<file path="src/rtl/sram_like_to_axi_pkg.sv">
// Shared definitions for the SRAM-like to AXI3 bridge: state and owner encodings,
// fixed AXI field values, ID constants and the write-strobe encoder.
package sram_like_to_axi_pkg;

  typedef enum logic [2:0] {
    ST_IDLE,
    ST_RD_ADDR,
    ST_RD_DATA,
    ST_WR_ADDR,
    ST_WR_RESP
  } state_e;

  typedef enum logic {
    OWN_INST = 1'b0,
    OWN_DATA = 1'b1
  } owner_e;

  localparam logic [3:0] AXI_LEN_SINGLE = 4'd0;
  localparam logic [1:0] AXI_BURST_INCR = 2'b01;
  localparam logic [3:0] ID_INST        = 4'd0;
  localparam logic [3:0] ID_DATA        = 4'd1;

  // size 3 is illegal on the SRAM-like side; treat it as a full word
  function automatic logic [3:0] calc_wstrb(input logic [1:0] size, input logic [1:0] offset);
    case (size)
      2'd0:    return 4'b0001 << offset;
      2'd1:    return 4'b0011 << offset;
      default: return 4'b1111;
    endcase
  endfunction

endpackage

</file>
<file path="src/rtl/sram_like_to_axi_if.sv">
// AXI3 single-port bus between the bridge (master) and the downstream slave.
interface sram_like_to_axi_if;

  logic [3:0]  arid;
  logic [31:0] araddr;
  logic [3:0]  arlen;
  logic [2:0]  arsize;
  logic [1:0]  arburst;
  logic [1:0]  arlock;
  logic [3:0]  arcache;
  logic [2:0]  arprot;
  logic        arvalid;
  logic        arready;

  logic [3:0]  rid;
  logic [31:0] rdata;
  logic [1:0]  rresp;
  logic        rlast;
  logic        rvalid;
  logic        rready;

  logic [3:0]  awid;
  logic [31:0] awaddr;
  logic [3:0]  awlen;
  logic [2:0]  awsize;
  logic [1:0]  awburst;
  logic [1:0]  awlock;
  logic [3:0]  awcache;
  logic [2:0]  awprot;
  logic        awvalid;
  logic        awready;

  logic [3:0]  wid;
  logic [31:0] wdata;
  logic [3:0]  wstrb;
  logic        wlast;
  logic        wvalid;
  logic        wready;

  logic [3:0]  bid;
  logic [1:0]  bresp;
  logic        bvalid;
  logic        bready;

  modport master (
    output arid, araddr, arlen, arsize, arburst, arlock, arcache, arprot, arvalid,
    input  arready,
    input  rid, rdata, rresp, rlast, rvalid,
    output rready,
    output awid, awaddr, awlen, awsize, awburst, awlock, awcache, awprot, awvalid,
    input  awready,
    output wid, wdata, wstrb, wlast, wvalid,
    input  wready,
    input  bid, bresp, bvalid,
    output bready
  );

  modport slave (
    input  arid, araddr, arlen, arsize, arburst, arlock, arcache, arprot, arvalid,
    output arready,
    output rid, rdata, rresp, rlast, rvalid,
    input  rready,
    input  awid, awaddr, awlen, awsize, awburst, awlock, awcache, awprot, awvalid,
    output awready,
    input  wid, wdata, wstrb, wlast, wvalid,
    output wready,
    output bid, bresp, bvalid,
    input  bready
  );

endinterface

</file>
<file path="src/rtl/sram_like_arbiter.sv">
// Grants one SRAM-like master per idle cycle (data has priority as the older
// pipeline stage) and latches the accepted request for the AXI channel FSM.
module sram_like_arbiter
  import sram_like_to_axi_pkg::*;
(
  input  logic        clk,
  input  logic        rst,
  input  logic        idle,
  input  logic        inst_req,
  input  logic [1:0]  inst_size,
  input  logic [31:0] inst_addr,
  input  logic        data_req,
  input  logic        data_wr,
  input  logic [1:0]  data_size,
  input  logic [31:0] data_addr,
  input  logic [31:0] data_wdata,
  output logic        inst_addr_ok,
  output logic        data_addr_ok,
  output logic        accept,
  output logic        accept_wr,
  output owner_e      owner_q,
  output logic [1:0]  size_q,
  output logic [31:0] addr_q,
  output logic [31:0] wdata_q,
  output logic [3:0]  wstrb_q
);

  assign data_addr_ok = idle & ~rst & data_req;
  assign inst_addr_ok = idle & ~rst & inst_req & ~data_req;
  assign accept       = data_addr_ok | inst_addr_ok;
  assign accept_wr    = data_addr_ok & data_wr;

  always_ff @(posedge clk) begin
    if (rst) begin
      owner_q <= OWN_INST;
      size_q  <= 2'd0;
      addr_q  <= 32'd0;
      wdata_q <= 32'd0;
      wstrb_q <= 4'd0;
    end else if (data_addr_ok) begin
      owner_q <= OWN_DATA;
      size_q  <= data_size;
      addr_q  <= data_addr;
      wdata_q <= data_wdata;
      wstrb_q <= calc_wstrb(data_size, data_addr[1:0]);
    end else if (inst_addr_ok) begin
      owner_q <= OWN_INST;
      size_q  <= inst_size;
      addr_q  <= inst_addr;
      wdata_q <= 32'd0;
      wstrb_q <= calc_wstrb(inst_size, inst_addr[1:0]);
    end
  end

endmodule

</file>
<file path="src/rtl/sram_like_to_axi.sv">
// Bridges the instruction and data SRAM-like masters onto one AXI3 port with a
// single outstanding transaction and one-cycle data_ok completion pulses.
module sram_like_to_axi
  import sram_like_to_axi_pkg::*;
#(
  parameter logic [3:0] ARID_INST = ID_INST,
  parameter logic [3:0] ARID_DATA = ID_DATA,
  parameter logic [3:0] AWID_DATA = ID_DATA
) (
  input  logic        clk,
  input  logic        rst,
  input  logic        inst_req,
  input  logic        inst_wr,
  input  logic [1:0]  inst_size,
  input  logic [31:0] inst_addr,
  input  logic [31:0] inst_wdata,
  output logic        inst_addr_ok,
  output logic        inst_data_ok,
  output logic [31:0] inst_rdata,
  input  logic        data_req,
  input  logic        data_wr,
  input  logic [1:0]  data_size,
  input  logic [31:0] data_addr,
  input  logic [31:0] data_wdata,
  output logic        data_addr_ok,
  output logic        data_data_ok,
  output logic [31:0] data_rdata,
  sram_like_to_axi_if.master axi
);

  state_e      state_q, state_d;
  logic        aw_done_q, aw_done_d, w_done_q, w_done_d;
  logic        accept, accept_wr;
  owner_e      owner_q;
  logic [1:0]  size_q;
  logic [31:0] addr_q, wdata_q, rdata_q;
  logic [3:0]  wstrb_q;
  logic        arvalid, rready, awvalid, wvalid, bready;
  logic        unused_ok;

  sram_like_arbiter u_arbiter (
    .clk          (clk),
    .rst          (rst),
    .idle         (state_q == ST_IDLE),
    .inst_req     (inst_req),
    .inst_size    (inst_size),
    .inst_addr    (inst_addr),
    .data_req     (data_req),
    .data_wr      (data_wr),
    .data_size    (data_size),
    .data_addr    (data_addr),
    .data_wdata   (data_wdata),
    .inst_addr_ok (inst_addr_ok),
    .data_addr_ok (data_addr_ok),
    .accept       (accept),
    .accept_wr    (accept_wr),
    .owner_q      (owner_q),
    .size_q       (size_q),
    .addr_q       (addr_q),
    .wdata_q      (wdata_q),
    .wstrb_q      (wstrb_q)
  );

  always_ff @(posedge clk) begin
    if (rst) begin
      state_q   <= ST_IDLE;
      aw_done_q <= 1'b0;
      w_done_q  <= 1'b0;
      rdata_q   <= 32'd0;
    end else begin
      state_q   <= state_d;
      aw_done_q <= aw_done_d;
      w_done_q  <= w_done_d;
      if (state_q == ST_RD_DATA && axi.rvalid) rdata_q <= axi.rdata;
    end
  end

  always_comb begin
    state_d      = state_q;
    aw_done_d    = aw_done_q;
    w_done_d     = w_done_q;
    arvalid      = 1'b0;
    rready       = 1'b0;
    awvalid      = 1'b0;
    wvalid       = 1'b0;
    bready       = 1'b0;
    inst_data_ok = 1'b0;
    data_data_ok = 1'b0;
    case (state_q)
      ST_IDLE: begin
        if (accept) state_d = accept_wr ? ST_WR_ADDR : ST_RD_ADDR;
      end
      ST_RD_ADDR: begin
        arvalid = 1'b1;
        if (axi.arready) state_d = ST_RD_DATA;
      end
      ST_RD_DATA: begin
        rready = 1'b1;
        if (axi.rvalid) begin
          if (owner_q == OWN_DATA) data_data_ok = 1'b1;
          else                     inst_data_ok = 1'b1;
          state_d = ST_IDLE;
        end
      end
      ST_WR_ADDR: begin
        // AW and W complete independently; each valid drops after its own handshake
        awvalid = ~aw_done_q;
        wvalid  = ~w_done_q;
        if (awvalid && axi.awready) aw_done_d = 1'b1;
        if (wvalid && axi.wready)   w_done_d  = 1'b1;
        if (aw_done_d && w_done_d) begin
          aw_done_d = 1'b0;
          w_done_d  = 1'b0;
          state_d   = ST_WR_RESP;
        end
      end
      ST_WR_RESP: begin
        bready = 1'b1;
        if (axi.bvalid) begin
          data_data_ok = 1'b1;
          state_d      = ST_IDLE;
        end
      end
      default: state_d = ST_IDLE;
    endcase
  end

  assign inst_rdata = inst_data_ok ? axi.rdata : rdata_q;
  assign data_rdata = data_data_ok ? axi.rdata : rdata_q;

  assign axi.arid    = (owner_q == OWN_DATA) ? ARID_DATA : ARID_INST;
  assign axi.araddr  = addr_q;
  assign axi.arlen   = AXI_LEN_SINGLE;
  assign axi.arsize  = {1'b0, size_q};
  assign axi.arburst = AXI_BURST_INCR;
  assign axi.arlock  = 2'd0;
  assign axi.arcache = 4'd0;
  assign axi.arprot  = 3'd0;
  assign axi.arvalid = arvalid;
  assign axi.rready  = rready;

  assign axi.awid    = AWID_DATA;
  assign axi.awaddr  = addr_q;
  assign axi.awlen   = AXI_LEN_SINGLE;
  assign axi.awsize  = {1'b0, size_q};
  assign axi.awburst = AXI_BURST_INCR;
  assign axi.awlock  = 2'd0;
  assign axi.awcache = 4'd0;
  assign axi.awprot  = 3'd0;
  assign axi.awvalid = awvalid;

  assign axi.wid    = AWID_DATA;
  assign axi.wdata  = wdata_q;
  assign axi.wstrb  = wstrb_q;
  assign axi.wlast  = 1'b1;
  assign axi.wvalid = wvalid;
  assign axi.bready = bready;

  // response IDs and error codes are deliberately ignored
  assign unused_ok = ^{inst_wr, inst_wdata, axi.rid, axi.rresp, axi.rlast, axi.bid, axi.bresp};

endmodule

</file>
<file path="src/flat_wrapper.sv">
// flat-port wrapper written by rule: the top's interface ports become plain ports
module sram_like_to_axi_flat import sram_like_to_axi_pkg::*;
#(
  parameter logic [3:0] ARID_INST = ID_INST,
  parameter logic [3:0] ARID_DATA = ID_DATA,
  parameter logic [3:0] AWID_DATA = ID_DATA
)
  (clk, rst, inst_req, inst_wr, inst_size, inst_addr, inst_wdata, inst_addr_ok, inst_data_ok, inst_rdata, data_req, data_wr, data_size, data_addr, data_wdata, data_addr_ok, data_data_ok, data_rdata, axi_arid, axi_araddr, axi_arlen, axi_arsize, axi_arburst, axi_arlock, axi_arcache, axi_arprot, axi_arvalid, axi_arready, axi_rid, axi_rdata, axi_rresp, axi_rlast, axi_rvalid, axi_rready, axi_awid, axi_awaddr, axi_awlen, axi_awsize, axi_awburst, axi_awlock, axi_awcache, axi_awprot, axi_awvalid, axi_awready, axi_wid, axi_wdata, axi_wstrb, axi_wlast, axi_wvalid, axi_wready, axi_bid, axi_bresp, axi_bvalid, axi_bready);
  sram_like_to_axi_if axi_i ();
  input  logic clk;
  input  logic rst;
  input  logic inst_req;
  input  logic inst_wr;
  input  logic [1:0] inst_size;
  input  logic [31:0] inst_addr;
  input  logic [31:0] inst_wdata;
  output logic inst_addr_ok;
  output logic inst_data_ok;
  output logic [31:0] inst_rdata;
  input  logic data_req;
  input  logic data_wr;
  input  logic [1:0] data_size;
  input  logic [31:0] data_addr;
  input  logic [31:0] data_wdata;
  output logic data_addr_ok;
  output logic data_data_ok;
  output logic [31:0] data_rdata;
  output wire logic [$bits(axi_i.arid)-1:0] axi_arid;
  output wire logic [$bits(axi_i.araddr)-1:0] axi_araddr;
  output wire logic [$bits(axi_i.arlen)-1:0] axi_arlen;
  output wire logic [$bits(axi_i.arsize)-1:0] axi_arsize;
  output wire logic [$bits(axi_i.arburst)-1:0] axi_arburst;
  output wire logic [$bits(axi_i.arlock)-1:0] axi_arlock;
  output wire logic [$bits(axi_i.arcache)-1:0] axi_arcache;
  output wire logic [$bits(axi_i.arprot)-1:0] axi_arprot;
  output wire logic [$bits(axi_i.arvalid)-1:0] axi_arvalid;
  input wire logic [$bits(axi_i.arready)-1:0] axi_arready;
  input wire logic [$bits(axi_i.rid)-1:0] axi_rid;
  input wire logic [$bits(axi_i.rdata)-1:0] axi_rdata;
  input wire logic [$bits(axi_i.rresp)-1:0] axi_rresp;
  input wire logic [$bits(axi_i.rlast)-1:0] axi_rlast;
  input wire logic [$bits(axi_i.rvalid)-1:0] axi_rvalid;
  output wire logic [$bits(axi_i.rready)-1:0] axi_rready;
  output wire logic [$bits(axi_i.awid)-1:0] axi_awid;
  output wire logic [$bits(axi_i.awaddr)-1:0] axi_awaddr;
  output wire logic [$bits(axi_i.awlen)-1:0] axi_awlen;
  output wire logic [$bits(axi_i.awsize)-1:0] axi_awsize;
  output wire logic [$bits(axi_i.awburst)-1:0] axi_awburst;
  output wire logic [$bits(axi_i.awlock)-1:0] axi_awlock;
  output wire logic [$bits(axi_i.awcache)-1:0] axi_awcache;
  output wire logic [$bits(axi_i.awprot)-1:0] axi_awprot;
  output wire logic [$bits(axi_i.awvalid)-1:0] axi_awvalid;
  input wire logic [$bits(axi_i.awready)-1:0] axi_awready;
  output wire logic [$bits(axi_i.wid)-1:0] axi_wid;
  output wire logic [$bits(axi_i.wdata)-1:0] axi_wdata;
  output wire logic [$bits(axi_i.wstrb)-1:0] axi_wstrb;
  output wire logic [$bits(axi_i.wlast)-1:0] axi_wlast;
  output wire logic [$bits(axi_i.wvalid)-1:0] axi_wvalid;
  input wire logic [$bits(axi_i.wready)-1:0] axi_wready;
  input wire logic [$bits(axi_i.bid)-1:0] axi_bid;
  input wire logic [$bits(axi_i.bresp)-1:0] axi_bresp;
  input wire logic [$bits(axi_i.bvalid)-1:0] axi_bvalid;
  output wire logic [$bits(axi_i.bready)-1:0] axi_bready;
  assign axi_arid = axi_i.arid;
  assign axi_araddr = axi_i.araddr;
  assign axi_arlen = axi_i.arlen;
  assign axi_arsize = axi_i.arsize;
  assign axi_arburst = axi_i.arburst;
  assign axi_arlock = axi_i.arlock;
  assign axi_arcache = axi_i.arcache;
  assign axi_arprot = axi_i.arprot;
  assign axi_arvalid = axi_i.arvalid;
  assign axi_i.arready = axi_arready;
  assign axi_i.rid = axi_rid;
  assign axi_i.rdata = axi_rdata;
  assign axi_i.rresp = axi_rresp;
  assign axi_i.rlast = axi_rlast;
  assign axi_i.rvalid = axi_rvalid;
  assign axi_rready = axi_i.rready;
  assign axi_awid = axi_i.awid;
  assign axi_awaddr = axi_i.awaddr;
  assign axi_awlen = axi_i.awlen;
  assign axi_awsize = axi_i.awsize;
  assign axi_awburst = axi_i.awburst;
  assign axi_awlock = axi_i.awlock;
  assign axi_awcache = axi_i.awcache;
  assign axi_awprot = axi_i.awprot;
  assign axi_awvalid = axi_i.awvalid;
  assign axi_i.awready = axi_awready;
  assign axi_wid = axi_i.wid;
  assign axi_wdata = axi_i.wdata;
  assign axi_wstrb = axi_i.wstrb;
  assign axi_wlast = axi_i.wlast;
  assign axi_wvalid = axi_i.wvalid;
  assign axi_i.wready = axi_wready;
  assign axi_i.bid = axi_bid;
  assign axi_i.bresp = axi_bresp;
  assign axi_i.bvalid = axi_bvalid;
  assign axi_bready = axi_i.bready;
  sram_like_to_axi #(.ARID_INST(ARID_INST), .ARID_DATA(ARID_DATA), .AWID_DATA(AWID_DATA)) u_core (.clk(clk), .rst(rst), .inst_req(inst_req), .inst_wr(inst_wr), .inst_size(inst_size), .inst_addr(inst_addr), .inst_wdata(inst_wdata), .inst_addr_ok(inst_addr_ok), .inst_data_ok(inst_data_ok), .inst_rdata(inst_rdata), .data_req(data_req), .data_wr(data_wr), .data_size(data_size), .data_addr(data_addr), .data_wdata(data_wdata), .data_addr_ok(data_addr_ok), .data_data_ok(data_data_ok), .data_rdata(data_rdata), .axi(axi_i));
endmodule
</file>
<file path="config.mk">
export PLATFORM = sky130hd
export DESIGN_NAME = sram_like_to_axi_flat
export DESIGN_NICKNAME = d
export VERILOG_FILES = /design/src/rtl/sram_like_to_axi_pkg.sv /design/src/rtl/sram_like_to_axi_if.sv /design/src/rtl/sram_like_arbiter.sv /design/src/rtl/sram_like_to_axi.sv /design/src/flat_wrapper.sv
export SDC_FILE = /design/constraint.sdc
export NUM_CORES = 1
export LEC_CHECK = 0
export CORE_AREA = 5 5 154 156
export CTS_CLUSTER_SIZE = 25
export DETAILED_ROUTE_END_ITERATION = 12
export DIE_AREA = 0 0 159 161
export PLACE_DENSITY_LB_ADDON = 0.2
export SLEW_MARGIN = 25
export SYNTH_ARGS = -nofsm -noshare
export SYNTH_HDL_FRONTEND = slang
export SYNTH_SLANG_ARGS = --single-unit
</file>
<file path="constraint.sdc">
create_clock -name clk -period 4.05 [get_ports clk]
set_clock_uncertainty 0.1 [all_clocks]
set_input_delay 1.215 -clock clk [delete_from_list [all_inputs] [get_ports clk]]
set_output_delay 1.215 -clock clk [all_outputs]
set_load 0.005 [all_outputs]
</file>
# ---- After elaboration in Yosys (flattened, before gate mapping)
# Index checks and enable logic that the tools add are counted.
dict set report totals {
  reg_bits 108
  input_bits 188
  out_inout_bits 222
  elab_cells 83
}
dict set report classes {
  n_eq_ne 11
  shifts 4
  muxes 40
  n_bitwise 10
  reduce_logical 9
}
# cell count
set ops {}
lappend ops {{2-to-1 mux 32 bit} 6}
lappend ops {{2-to-1 mux 1 bit} 20}
lappend ops {{one-hot mux 4 bit (2 select lines)} 2}
lappend ops {{2-to-1 mux 3 bit} 5}
lappend ops {{one-hot mux 3 bit (5 select lines)} 1}
lappend ops {{2-to-1 mux 4 bit} 2}
lappend ops {{left shift 1 x 2 -> 4 bit, first input constant} 2}
lappend ops {{left shift 2 x 2 -> 4 bit, first input constant} 2}
lappend ops {{== test 3 x 2 -> 1 bit, second input constant} 2}
lappend ops {{2-to-1 mux 2 bit} 3}
lappend ops {{inequality test 2 bit, second input constant} 3}
lappend ops {{AND 1 bit} 5}
lappend ops {{AND reduction 5 bit} 1}
lappend ops {{== test 2 x 1 -> 1 bit, second input constant} 2}
lappend ops {{logical AND 1 bit} 4}
lappend ops {{logical NOT 2 bit} 2}
lappend ops {{inequality test 2 x 1 -> 1 bit, second input constant} 2}
lappend ops {{NOT 1 bit} 4}
lappend ops {{== test 3 x 1 -> 1 bit, second input constant} 1}
lappend ops {{== test 3 bit, second input constant} 1}
lappend ops {{logical NOT 3 bit} 1}
lappend ops {{one-hot mux 1 bit (2 select lines)} 1}
lappend ops {{nonzero test 2 bit} 1}
lappend ops {{bitwise OR 1 bit} 1}

# ---- Longest topological paths before layout
dict set report logic_depth {
  depth_word 7
  ltp_mapped 7
  mapped_depth_nobuf 5
}

# ---- Cells and area by module
# A second synthesis with hierarchy kept.
dict set report hier_totals {
  hier_cells 678
  area_unflattened_um2 6028.3
}
# mod n_inst cells_each area_each_um2 seq_area_each_um2
set by_module_without_submodules {}
lappend by_module_without_submodules {sram_like_arbiter 1 338 3175.5 1421.4}
lappend by_module_without_submodules {sram_like_to_axi 1 340 2852.7 740.7}

# ---- Worst setup path after synthesis
# Ideal clock, no wire load.
dict set report synth_path {
  path_kind {input-to-output}
  start {input axi_rvalid}
  end {output data_rdata[10]}
  arrival_ns 2.288
  t_required_ns 2.735
  path_slack_ns 0.447
  path_stages 5
  path_buffers 2
  cell_sequence {and3_1 buf_2 a22oi_4 buf_4 mux2_2}
}
dict set report synth_via {
  elab_chain_len 3
}
# element line
set synth_rtl {}
lappend synth_rtl {{start, declared} flat_wrapper.sv:42} ;# input wire logic [$bits(axi_i.rvalid)-1:0] axi_rvalid;
lappend synth_rtl {{2-to-1 mux 1 bit} sram_like_to_axi.sv:99} ;# if (axi.rvalid) begin
lappend synth_rtl {{one-hot mux 1 bit (2 select lines)} sram_like_to_axi.sv:89} ;# case (state_q)
lappend synth_rtl {{2-to-1 mux 32 bit} sram_like_to_axi.sv:129} ;# assign data_rdata = data_data_ok ? axi.rdata : rdata_q;
lappend synth_rtl {{end, declared} flat_wrapper.sv:27} ;# output logic [31:0] data_rdata;
# Every way passes these cells.

# ---- Worst setup path in the final report
dict set report layout_path {
  start {input axi_rvalid}
  end {output data_rdata[0]}
}
# The elaborated chain is that of the path after synthesis.

==> key figures <==
Global route
  – Vias in the first global route: 5507
  – Initial antenna violation count: 0
  – Gr usage total: 0.153
  – GR Overflow Total: 0
  – First-pass GRT wire length: 31900 um
  – Largest net degree at the start of global routing: 68

Critical path
  – Critical path class: primary input to output pin
  – Most common cell on crit path: buf_12
  – Critical Path End Type: output pin
  – Crit-path cells: clkdlybuf4s15_2, and3_4, a22oi_4, buf_12, buf_12, buf_4, mux2_4, clkdlybuf4s15_1
  – Reg2Reg Setup Slack: 1.92 ns
  – Worst R2R Path Depth: 5
  – Worst setup SP type: primary input
  – CP Data Required Time: 2.73 ns
  – Reg2Reg Capture Point: u_core.u_arbiter.wstrb_q[2]$_SDFFE_PP0P_
  – Crit path arrival time: 2.71 ns
  – Max stage delay on crit path: 0.31 ns
  – Critical R2R Launch: u_core.state_q[1]$_SDFFE_PP0P_
  – Slowest CP cell: mux2_4
  – CP Max Fanout: 5

Yosys
  – Post-synth top area share: 0.371
  – Top cells by area, synth: dfxtp_1 37%, buf_4 11%, mux2_2 10%, a311oi_2 7.5%, nand2_1 6.4%
  – Post-Synthesis Cells: 674
  – Post-synthesis register bit count: 108
  – Leading area contributor after synthesis: dfxtp_1
  – Synth unique cells: 41
  – Synthesis Warnings: 0
  – EDFF count, synth: 0
  – Async S/R FF share, synth: 0
  – Seq/Total Area, Yosys: 0.371
  – Synthesized area: 5820 um2
  – Ys flop type: dfxtp_1
  – Post-synthesis average cell area: 8.64 um2

Timing
  – Tcrit/Tclk final: 0.993
  – Worst slew pin tran: 0.843 ns
  – Max-slew violations: 0
  – Minimum clock period: 4.02 ns
  – Final hold vios: 0
  – FMAX: 249 MHz
  – Slew margin rel.: 0.438
  – Final Setup Violations: 0
  – Min Hold Slack: 0.358 ns
  – RSZ-0062 raised after global routing: yes

Worst hold path
  – Hold Crit Class: register to register
  – Worst Hold Endpoint: u_core.u_arbiter.wstrb_q[1]$_SDFFE_PP0P_
  – Hold path startpoint: u_core.u_arbiter.wstrb_q[1]$_SDFFE_PP0P_
  – Hold path cells: 2

CTS
  – CTS tree: built
  – Root buf cell: clkbuf_16
  – Clk_lat worst skew: 0.35 ns
  – CTS H-tree lvls: 3
  – Clock buffer count from CTS: 9
  – Maximum root-to-sink buffer count: 2
  – TritonCTS Sinks: 108
  – Hold_buf cts: 0
  – Worst-path clk slew: 0.07 ns

Placed design
  – Hpwl dp: 15000 um
  – Dpl cell area: 8890 um2
  – Placer Congestion: 0.750
  – Input/output buffers: 319

Cells and area
  – Share of post-route cells with drive strength above 1: 0.178
  – Area Growth Syn to Fin: 60.3%
  – Final Net Count: 1148
  – Layout fillers: 2276
  – Storage cell area: 2160 um2
  – Inserted Diodes: 0
  – Most frequent cells in the layout: 255 x clkdlybuf4s50_1, 108 x dfxtp_1, 100 x nand2_1
  – Multi-input gate area: 2990 um2
  – Most common cell after layout, fill and taps aside: clkdlybuf4s50_1
  – Final instance area: 9330 um2

Detailed routing
  – Drt initial violations: 183
  – Final ANT Viol Nets: 0
  – WL/cell: 17.0 um
  – 1st-pass router iterations: 4
  – Vias post-DR: 5649
  – DRC Markers: 0
  – Total Wirelength: 21200 um
  – Vias per cell: 4.52

Power and ir drop
  – Leakage: 3.80 nW
  – Peak VDD IR: 0.220 mV
  – Power per cell area: 313 nW/um2
  – Total power: 2.92 mW

Outcome
  – Status: completed

Floorplan
  – Core ar.: 22200 um2
  – Rows: 55
  – Die width: 159 um
  – Die height: 161 um
  – Initial Utilization: 0.262
  – Die area: 25600 um2
  – IO Count: 410

Job
  – Max-cap viol count: 0
how the worst max path moves through the flow:
stage	startpoint	endpoint	slack, ns	cells past startpoint
CTS	axi_rvalid	inst_rdata[30]	-0.05	6
global route	axi_rvalid	inst_rdata[30]	-0.04	6
detailed placement	axi_rvalid	data_rdata[0]	-0.47	6
floorplan	axi_rvalid	data_rdata[10]	0.45	5
global placement	axi_rvalid	data_rdata[0]	-0.45	6
finish	axi_rvalid	data_rdata[0]	0.03	8
final cells by class:
class / count / area share
multi-input combinational: 471 / 0.321
timing repair buffer: 363 / 0.372
inverter: 7 / 0.00282
sequential: 108 / 0.232
clock inverter: 6 / 0.00858
clock buffer: 10 / 0.0256
tap: 285 / 0.0382
registers in the layout, summed over array words and instances (netlist names):
name and cells:
u_core.u_arbiter.wdata_q 32, u_core.aw_done_q 1, u_core.rdata_q 32, u_core.u_arbiter.size_q 2, u_core.w_done_q 1, u_core.u_arbiter.owner_q 1, u_core.state_q 3, u_core.u_arbiter.wstrb_q 4
u_core.u_arbiter.addr_q 32
metrics by stage:
stage          worst slack, ns  instances   util  TNS (ns)
6_report                0.0266       1250  0.420         0
5_1_grt                -0.0364       1250  0.420   -0.0856
4_1_cts                -0.0544       1238  0.418    -0.145
3_5_place_dp            -0.471       1210  0.400    -25.44
3_3_place_gp            -0.448       1210  0.400    -24.72
2_1_floorplan            0.447        716      -         0
worst max-delay path: cells and delay by family:
family	cells	cell delay [ns]
buffers and inverters	5	0.80
and+or+nand+nor	1	0.19
AOI/OAI and AO/OA	1	0.20
muxes	1	0.31
where the power goes:
| part | switching [mW] | internal (mW) | total (mW) |
|---|---|---|---|
| clock | 0.441 | 0.512 | 0.953 |
| combinational | 0.318 | 0.447 | 0.765 |
| sequential | 0.0655 | 1.13 | 1.20 |
| total | 0.825 | 2.09 | 2.92 |
cell families after synthesis:
family / after synthesis / synth area share
other: 2 / 0.00129
AO/OA/AOI/OAI: 123 / 0.181
multiplexers: 65 / 0.126
AND/OR/NAND/NOR: 239 / 0.176
buffers and inverters: 137 / 0.145
flip-flops: 108 / 0.371
per-layer routing:
layer,vias to the layer above,wire (um),track usage
li1,2796,-,-
met1,2620,9070,0.192
met2,220,10300,0.253
met3,13,1620,0.0515
met4,0,234,0.0388
met5,-,0,0
timing repair:
item                                   4_1_cts  5_1_grt
setup endpoints to repair                   67       19
gates resized for setup                     90       19
cloned                                       1        1
endpoints found under the hold margin        0        0
buffers inserted                            11       11
pin swaps                                    1        2
cells in the mapped netlist (2+ instances only):
cell type and number:
nand2_1 100, nor3_1 4, nor4_1 2, dfxtp_1 108, mux2_1 11, o311ai_0 2, nor2_1 82, o2111ai_1 2
buf_2 11, nor2b_1 2, a21oi_1 40, o21ai_0 4, a311oi_1 2, a22oi_1 35, inv_1 6, clkbuf_1 33
a311oi_2 29, nor2_2 2, a211oi_1 2, buf_4 85, or3_1 2, nand3b_1 3, mux2_2 54, conb_1 2
o22ai_1 2, nand3_1 34
Power figures use the tool's default switching activity.
==> variant, RTL diff (same settings) <==
Encoding of `state_e`: now one-hot (5 bits for 5 states).
--- a/src/rtl/sram_like_to_axi_pkg.sv
+++ b/src/rtl/sram_like_to_axi_pkg.sv
@@ -2,12 +2,12 @@
 // fixed AXI field values, ID constants and the write-strobe encoder.
 package sram_like_to_axi_pkg;
 
-  typedef enum logic [2:0] {
-    ST_IDLE,
-    ST_RD_ADDR,
-    ST_RD_DATA,
-    ST_WR_ADDR,
-    ST_WR_RESP
+  typedef enum logic [4:0] {
+    ST_IDLE    = 5'b00001,
+    ST_RD_ADDR = 5'b00010,
+    ST_RD_DATA = 5'b00100,
+    ST_WR_ADDR = 5'b01000,
+    ST_WR_RESP = 5'b10000
   } state_e;
 
   typedef enum logic {
Behaviour: no difference found for any inputs over 4 cycles, from zero or initial values and one cycle with rst high; so few cycles prove little.
==> variant against the unedited design <==
First-iteration DRC count up 37%. Critical path type unchanged. Total power up 25%. Synthesized cell count up 1.6%. Count of clock-buffer cells in the layout unchanged. Global-route usage up 0.40 points. Wire length down 0.14%. Sequential cell count up 2. Non-clock buffer count down 16. Cell area up 0.56%. Setup slack better by 0.014 ns. Hold slack worse by 0.0017 ns. Combinational power up 80%. Synthesized area up 1.9%.
==> variant: results (changes against the unedited design) <==
{| class="wikitable"
! Metric !! Value
|-
| Run status || finished, final reports clean
|-
| Setup slack of the most critical reg-to-reg path || 1.39 ns (-0.53 ns)
|-
| Post-synthesis mux area share || 0.123 (-0.00236)
|-
| Share of final-layout standard cells stronger than drive strength 1 || 0.164 (-0.0145)
|-
| Grt met3 use || 0.0457 (-0.00587)
|-
| 1st-iter DRT viols || 251 (+37%)
|-
| Post-Synthesis Mean Instance Area || 8.66 um2 (+0.28%)
|-
| Share of the yosys chip area belonging to registers || 0.371 (about the same)
|-
| Standby leakage power || 0.00378 uW (-0.50%)
|-
| GR met1 Demand/Resource || 0.190 (-0.00225)
|-
| Post-route cell area || 9380 um2 (+0.56%)
|-
| Instance area after placement || 8940 um2 (+0.56%)
|-
| Fill cell total of the finished layout || 2275 (-0.044%)
|-
| Weighted congestion at the end of routability-driven global placement || 0.714 (-4.9%)
|-
| Pin slew with the least headroom to its limit || 0.804 ns (-0.0390 ns)
|-
| Total GRT Usage || 0.157 (+0.00399)
|-
| Portion of synthesized cell area occupied by the leading cell type || 0.371 (about the same)
|-
| Half-perimeter wire length of the detailed placement result || 15.3 mm (+2.0%)
|-
| Switching power as a share of total power || 0.327 (+0.0446)
|-
| Crit path DAT || 2.69 ns (-0.02 ns)
|-
| Main area contributors after synthesis || sky130_fd_sc_hd__dfxtp_1 37%, sky130_fd_sc_hd__mux2_2 12%, sky130_fd_sc_hd__buf_4 10%
|-
| Via Count || 5588 (-1.1%)
|-
| DR WL/cell || 17.0 um (-0.14%)
|-
| Largest net degree at the start of global routing || 73 (+7.4%)
|-
| Number of instances in the placed design || 1221 (+0.91%)
|}
==> variant: changes by cell type in the layout (fill, tap and decap cells not counted), moves of 16 or more <==
cell / change
sky130_fd_sc_hd__buf_4: -17
sky130_fd_sc_hd__clkbuf_2: -16
sky130_fd_sc_hd__nand2_1: +34
sky130_fd_sc_hd__nand3_1: -26
==> variant: layer usage <==
metal	vias to the layer above	routed length (um)
li1	2788	-
met1	2607	8900
met2	167	10600
met3	26	1190
met4	0	554
met5	-	0
==> variant: cells by family after synthesis <==
| kind of cell | Yosys count |
|---|---|
| DFF | 110 |
| AOI/OAI and AO/OA | 124 |
| buffers and inverters | 129 |
| and+or+nand+nor | 255 |
| other | 2 |
| muxes | 65 |
==> variant: worst max-delay path: stages <==
cell and delay (ns):
sky130_fd_sc_hd__clkdlybuf4s15_2 0.20, sky130_fd_sc_hd__and3_4 0.16, sky130_fd_sc_hd__a22o_4 0.29, sky130_fd_sc_hd__buf_12 0.14, sky130_fd_sc_hd__buf_16 0.14, sky130_fd_sc_hd__buf_4 0.15
sky130_fd_sc_hd__mux2_2 0.26, sky130_fd_sc_hd__buf_2 0.13
==> variant: layout make-up <==
class,instances,area share
multi-input cells,488,0.324
repair buffers,347,0.370
flip-flops and latches,110,0.235
inverters,4,0.00160
well taps,285,0.0380
clock inverters,6,0.00653
clock buffers,10,0.0255
==> variant: power by group through the flow <==
stage / Combinational (uW) / Clock [uW] / Sequential (uW)
final: 1380 / 914 / 1350
after global placement: 1400 / 0 / 1370
after detailed placement: 1410 / 0 / 1380
after global routing: 1510 / 995 / 1370
after floorplan: 810 / 0 / 1360
after CTS: 1410 / 957 / 1360
==> variant: path summary, 6_finish.rpt <==
check | start | end | cells after the start
worst max-delay path | axi_rvalid | data_rdata[9] | 8
worst min-delay path | u_core.u_arbiter.wstrb_q[1] | u_core.u_arbiter.wstrb_q[1] | 2
worst max register to register | u_core.state_q[2] | u_core.u_arbiter.wstrb_q[2] | 8
worst min register to register | u_core.u_arbiter.wstrb_q[1] | u_core.u_arbiter.wstrb_q[1] | 2
==> variant: metrics by stage <==
step,hold slack (ns),setup slack [ns]
2_1_floorplan,0.344,0.456
3_3_place_gp,0.347,-0.450
3_5_place_dp,0.350,-0.453
4_1_cts,0.361,0.000427
5_1_grt,0.390,-0.00122
6_report,0.356,0.0405
==> variant: timing repair <==
action | CTS | global route
resized for setup | 73 | 9
pin swaps | 1 | 1
hold buffers | 0 | 0
setup endpoints to repair | 66 | 25
gates cloned | 2 | 0
setup buffers | 5 | 6
